`src/rtl/relu_maxpool_pkg.sv`:
```
// Shared types and sizing helpers for the pooling stage.
// Latency: n/a (declarations only).
// Backpressure: n/a.
package cnn_pkg;
    localparam int DATA_W = 13;

    typedef logic signed [DATA_W-1:0] data_t;

    typedef enum logic {
        S_RUN  = 1'b0,
        S_DONE = 1'b1
    } state_t;

    function automatic int calc_p(input int n, input int m);
        return n - m + 1;
    endfunction

    function automatic int calc_q(input int p, input int k);
        return p / k;
    endfunction

    function automatic int idx_w(input int n);
        return (n > 1) ? $clog2(n) : 1;
    endfunction
endpackage

```
`src/rtl/pool_row_buf.sv`:
```
// Per-output-column running max for the current window-row band.
// Latency: dout is combinational from idx/din; the entry updates on the next edge.
// Backpressure: none; a write happens on every cycle wr is high.
module pool_row_buf
    import cnn_pkg::*;
#(
    parameter int Q  = 2,
    parameter int IW = idx_w(Q)
) (
    input  logic          clk,
    input  logic          rst,
    input  logic          wr,
    input  logic          init,
    input  logic [IW-1:0] idx,
    input  data_t         din,
    output data_t         dout
);
    data_t mem [Q];

    // First sample of a window overwrites, so no sentinel minimum value is needed.
    always_comb begin
        dout = (init || (din > mem[idx])) ? din : mem[idx];
    end

    always_ff @(posedge clk) begin
        if (rst) begin
            for (int i = 0; i < Q; i++) mem[i] <= '0;
        end else if (wr) begin
            mem[idx] <= dout;
        end
    end
endmodule

```
`src/rtl/relu_maxpool.sv`:
```
// Non-overlapping KxK max pooling on a raster conv stream; RELU_EN clamps outputs to >= 0.
// Latency: out_en exactly 1 cycle after the sample that completes a window.
// Backpressure: none; accepts a sample on every a_en, ignores input once done.
module relu_maxpool
    import cnn_pkg::*;
#(
    parameter int N = 6,
    parameter int M = 3,
    parameter int K = 2
) (
    input  logic                     clk,
    input  logic                     rst,
    input  logic signed [DATA_W-1:0] a,
    input  logic                     a_en,
    input  logic                     a_done,
    output logic signed [DATA_W-1:0] out,
    output logic                     out_en,
    output logic                     done
);
    localparam int P    = calc_p(N, M);
    localparam int Q    = calc_q(P, K);
    localparam int QK   = Q * K;
    localparam int QQ   = Q * Q;
    localparam int PW   = idx_w(P);
    localparam int KW   = idx_w(K);
    localparam int OW   = idx_w(Q);
    localparam int CNTW = $clog2(QQ + 1);

    logic [PW-1:0]   col, row;
    logic [KW-1:0]   wc, wr;
    logic [OW-1:0]   oc;
    logic [CNTW-1:0] out_cnt;
    logic            done_seen;
    state_t          state;

    logic  accept, in_win, win_first, win_last;
    data_t pooled, res;

    always_comb begin
        accept    = (state == S_RUN) && a_en;
        in_win    = (32'(col) < QK) && (32'(row) < QK);
        win_first = in_win && (wc == '0) && (wr == '0);
        win_last  = in_win && (wc == KW'(K - 1)) && (wr == KW'(K - 1));
`ifdef RELU_EN
        res = pooled[DATA_W-1] ? '0 : pooled;
`else
        res = pooled;
`endif
    end

    pool_row_buf #(.Q(Q), .IW(OW)) u_row_buf (
        .clk  (clk),
        .rst  (rst),
        .wr   (accept && in_win),
        .init (win_first),
        .idx  (oc),
        .din  (a),
        .dout (pooled)
    );

    always_ff @(posedge clk) begin
        if (rst) begin
            col       <= '0;
            row       <= '0;
            wc        <= '0;
            wr        <= '0;
            oc        <= '0;
            out_cnt   <= '0;
            done_seen <= 1'b0;
            state     <= S_RUN;
            out       <= '0;
            out_en    <= 1'b0;
            done      <= 1'b0;
        end else begin
            out_en <= 1'b0;
            if (a_done) done_seen <= 1'b1;

            if (state == S_RUN) begin
                if (accept) begin
                    // wr steps at each input row end so columns beyond QK still close the row.
                    if (col == PW'(P - 1)) begin
                        col <= '0;
                        row <= (row == PW'(P - 1)) ? '0 : row + 1'b1;
                        if (32'(row) < QK) wr <= (wr == KW'(K - 1)) ? '0 : wr + 1'b1;
                    end else begin
                        col <= col + 1'b1;
                    end

                    if (in_win) begin
                        if (wc == KW'(K - 1)) begin
                            wc <= '0;
                            oc <= (oc == OW'(Q - 1)) ? '0 : oc + 1'b1;
                        end else begin
                            wc <= wc + 1'b1;
                        end
                    end

                    if (win_last) begin
                        out    <= res;
                        out_en <= 1'b1;
                        if (out_cnt != CNTW'(QQ)) out_cnt <= out_cnt + 1'b1;
                    end
                end

                if ((out_cnt == CNTW'(QQ)) && done_seen) begin
                    state <= S_DONE;
                    done  <= 1'b1;
                end
            end else begin
                done <= 1'b1;
            end
        end
    end
endmodule

```
`config.mk`:
```
export PLATFORM = sky130hd
export DESIGN_NAME = relu_maxpool
export DESIGN_NICKNAME = d
export VERILOG_FILES = /design/src/rtl/relu_maxpool_pkg.sv /design/src/rtl/pool_row_buf.sv /design/src/rtl/relu_maxpool.sv
export SDC_FILE = /design/constraint.sdc
export NUM_CORES = 1
export LEC_CHECK = 0
export BUFFER_PORTS_ARGS = -buffer_cell sky130_fd_sc_hd__buf_2
export CORE_MARGIN = 4
export CORE_UTILIZATION = 53
export CTS_CLUSTER_DIAMETER = 50
export CTS_CLUSTER_SIZE = 20
export DETAILED_ROUTE_END_ITERATION = 10
export PLACE_DENSITY_LB_ADDON = 0.08
export SYNTH_ARGS = -nofsm -noshare
export SYNTH_HDL_FRONTEND = slang
export SYNTH_SLANG_ARGS = --single-unit
export TNS_END_PERCENT = 100
```
`constraint.sdc`:
```
create_clock -name clk -period 2.78 [get_ports clk]
set_clock_uncertainty 0.05 [all_clocks]
set_input_delay 0.695 -clock clk [delete_from_list [all_inputs] [get_ports clk]]
set_output_delay 0.695 -clock clk [all_outputs]
set_load 0.01 [all_outputs]
```
==> reports/results.tsv <==
metric	value	unit
gr usage total	23.0	%
DR vias/cell	6.08	
Buf+Inv Stages, Crit Path	2	
vias in the first global route	2256	
clock slew at reported path FFs	100	ps
synthesized area	2840	um2
register area	1300	um2
share of the synthesized area in the top cell type	27.5	%
CTS buffer count	5	
Pleak	1.23	nW
initial antenna violation count	0	
Seq/Total Area, Yosys	45.8	%
core area	5140	um2
asr flop ratio synth	0	%
dominant cells by area after synthesis	edfxtp_1 27%, dfxtp_1 18%, a211oi_1 8.7%	
TritonCTS clock tree	built	
clk_lat worst skew	310	ps
Final Non-Filler Cells	383	
pre-CTS setup slack	-95.3	ps
register bit count reported by yosys	52	
crit path max-delay cell type	dfxtp_1	
ANT cells	0	
DR pass1 iterations	4	
ys flop type	edfxtp_1	
Syn-to-layout area delta	18.0	%
post-synth net total	300	
# hold bufs at CTS	0	
Ys Warns	0	
starting DRC count in detailed routing	242	
Peak Freq	382	MHz
port bufs	31	
Vias	2327	
Least-Margin Pin Slew	881	ps
distinct cell type count after synthesis	40	
final hold violations	0	
clk sinks	52	
Total Neg Setup Slack	0	ps
gpl congestion	0.822	
Multi-input gate area	1450	um2
Detail Placement HPWL	4.89	mm
CP top delay family	compound AO/OA/AOI/OAI gates	
routed wire length	7.10	mm
Slew Viols, Final	0	
layout cells sized above 1	27.2	%
post-synth top area cell	edfxtp_1	
Max Cap Violations	0	
largest net degree at the start of global routing	31	
Crit Path Class	reg -> reg	
die area	6600	um2
NumNets Final	345	
status	finished clean	
Max IR drop VDD	309	uV
first-pass GRT wire length	11.2	mm
unrepaired setup endpoints after global routing	no	
Setup crit start kind	flip-flop	
Crit path largest cell delay	370	ps
crit-path cells	buf_12, mux2i_2, ha_1, nand4_1, nor2_1, o221ai_4, buf_12, a211oi_1, a211oi_1	
H-Tree Depth	2	
Hold WC Path Type	reg -> reg	
gr ovfl total	0	
die width	81.2	um
post-route ant nets	0	
CP endpoint kind	flip-flop	
CTS Buffer Depth	2	
pwr/cell area	485	nW/um2
Row Count	26	
Remaining DRCs	0	
Worst Path Required	2770	ps
Syn Inst Count	267	
crit-path max FO	14	
worst setup margin	163	ps
slew margin rel.	41.0	%
CTS Root Cell	clkbuf_8	
number of synthesized flops with an enable pin	26	
Final min period	2620	ps
Initial Utilization	55.3	%
post-route clock period utilization	94.1	%
Filler cells	443	
DP Cell Count	372	
wire per inst	18.5	um
Synth Area per Inst	10.6	um2
I/O pins	32	
Die Y	81.2	um
Final setup viols	0	
Worst EP arrival	2610	ps
## synthesized netlist by cell type, drive strengths merged, types with 3 or more instances
cell type   n
a211oi     39
mux2i      13
o2111ai    14
nand2      24
o21ai       4
buf         9
nand3       4
edfxtp     26
inv         6
dfxtp      26
xor2        3
nand2b      4
clkbuf     10
ha         16
nor2       16
o211ai     13
a21oi      10
or3        13
## metal layers
| metal | routed length [um] | track usage (%) | vias up |
|---|---|---|---|
| met2 | 3410 | 37.8 | 87 |
| met5 | 0 | 0 | - |
| li1 | - | - | 1126 |
| met1 | 2970 | 29.4 | 1097 |
| met3 | 533 | 4.77 | 17 |
| met4 | 192 | 9.80 | 0 |
## cells in the final DEF, fill, tap and decap left out, drive strengths merged, types with 2 or more instances in the layout
| cell type | count |
|---|---|
| xor2 | 3 |
| o211ai | 13 |
| a21oi | 10 |
| dfxtp | 26 |
| ha | 16 |
| a211oi | 39 |
| xnor2 | 2 |
| edfxtp | 26 |
| o21ai | 4 |
| o2111ai | 14 |
| nand3 | 4 |
| nand2 | 24 |
| inv | 7 |
| nand4 | 2 |
| and2b | 2 |
| buf | 57 |
| mux2i | 13 |
| nor2 | 16 |
| clkbuf | 6 |
| nand2b | 4 |
| or2 | 2 |
| or3 | 13 |
## sequential cells by signal, summed over array words and instances, names as in the netlist, 2 cells and up, named ones only
| register | cells |
|---|---|
| col | 2 |
| out_cnt | 3 |
| u_row_buf.mem | 26 |
| out | 13 |
## final cells by class
type | count | share of cell area [%]
timing repair buffer | 57 | 11.9
clock inverter | 2 | 0.448
multi-input combinational | 190 | 43.3
inverter | 6 | 0.672
sequential | 52 | 38.8
tap | 70 | 2.61
clock buffer | 6 | 2.16
## where the power goes
| part | internal [mW] | total, mW | switching, mW |
|---|---|---|---|
| clock network | 0.180 | 0.428 | 0.248 |
| logic | 0.136 | 0.342 | 0.206 |
| registers | 0.842 | 0.856 | 0.0139 |
| total | 1.16 | 1.63 | 0.468 |
## repair_timing
action,4_1_cts,5_1_grt
setup endpoints to repair,24,21
setup buffers,0,3
pin swaps,0,3
gates resized for setup,2,6
## final timing paths
path              slack [ps]  cells past startpoint                   to  startpoint
setup / recovery         160                      9  u_row_buf.mem[0][7]   flip-flop
hold / removal           390                      2                 done        done
setup reg to reg         160                      9  u_row_buf.mem[0][7]   flip-flop
hold reg to reg          390                      2                 done        done
## kinds of logic after synthesis
logic type	after synthesis	share of synthesized area [%]
mux	13	4.58
flops	52	45.8
compound gates	85	23.9
simple gates	71	12.4
buf+inv	25	4.76
xor+xnor	5	1.54
fa+ha+maj	16	7.05
## worst reg2reg max path, stage by stage (launching register included)
cell	delay, ps
dfxtp_1	370
buf_12	170
mux2i_2	300
ha_1	230
nand4_1	160
nor2_1	290
o221ai_4	170
buf_12	180
a211oi_1	340
a211oi_1	90
## stage by stage
step / total power [mW] / instance area (um2) / utilization (%) / hold WS [ps]
after global placement: 1.18 / 3170 / 61.7 / 379
after detailed placement: 1.19 / 3170 / 61.7 / 388
after CTS: 1.62 / 3280 / 63.7 / 401
final: 1.63 / 3350 / 65.2 / 395
after global routing: 1.70 / 3350 / 65.2 / 430
after floorplan: 1.07 / 2840 / - / 388
No activity file was read; power rests on OpenSTA's default activity.
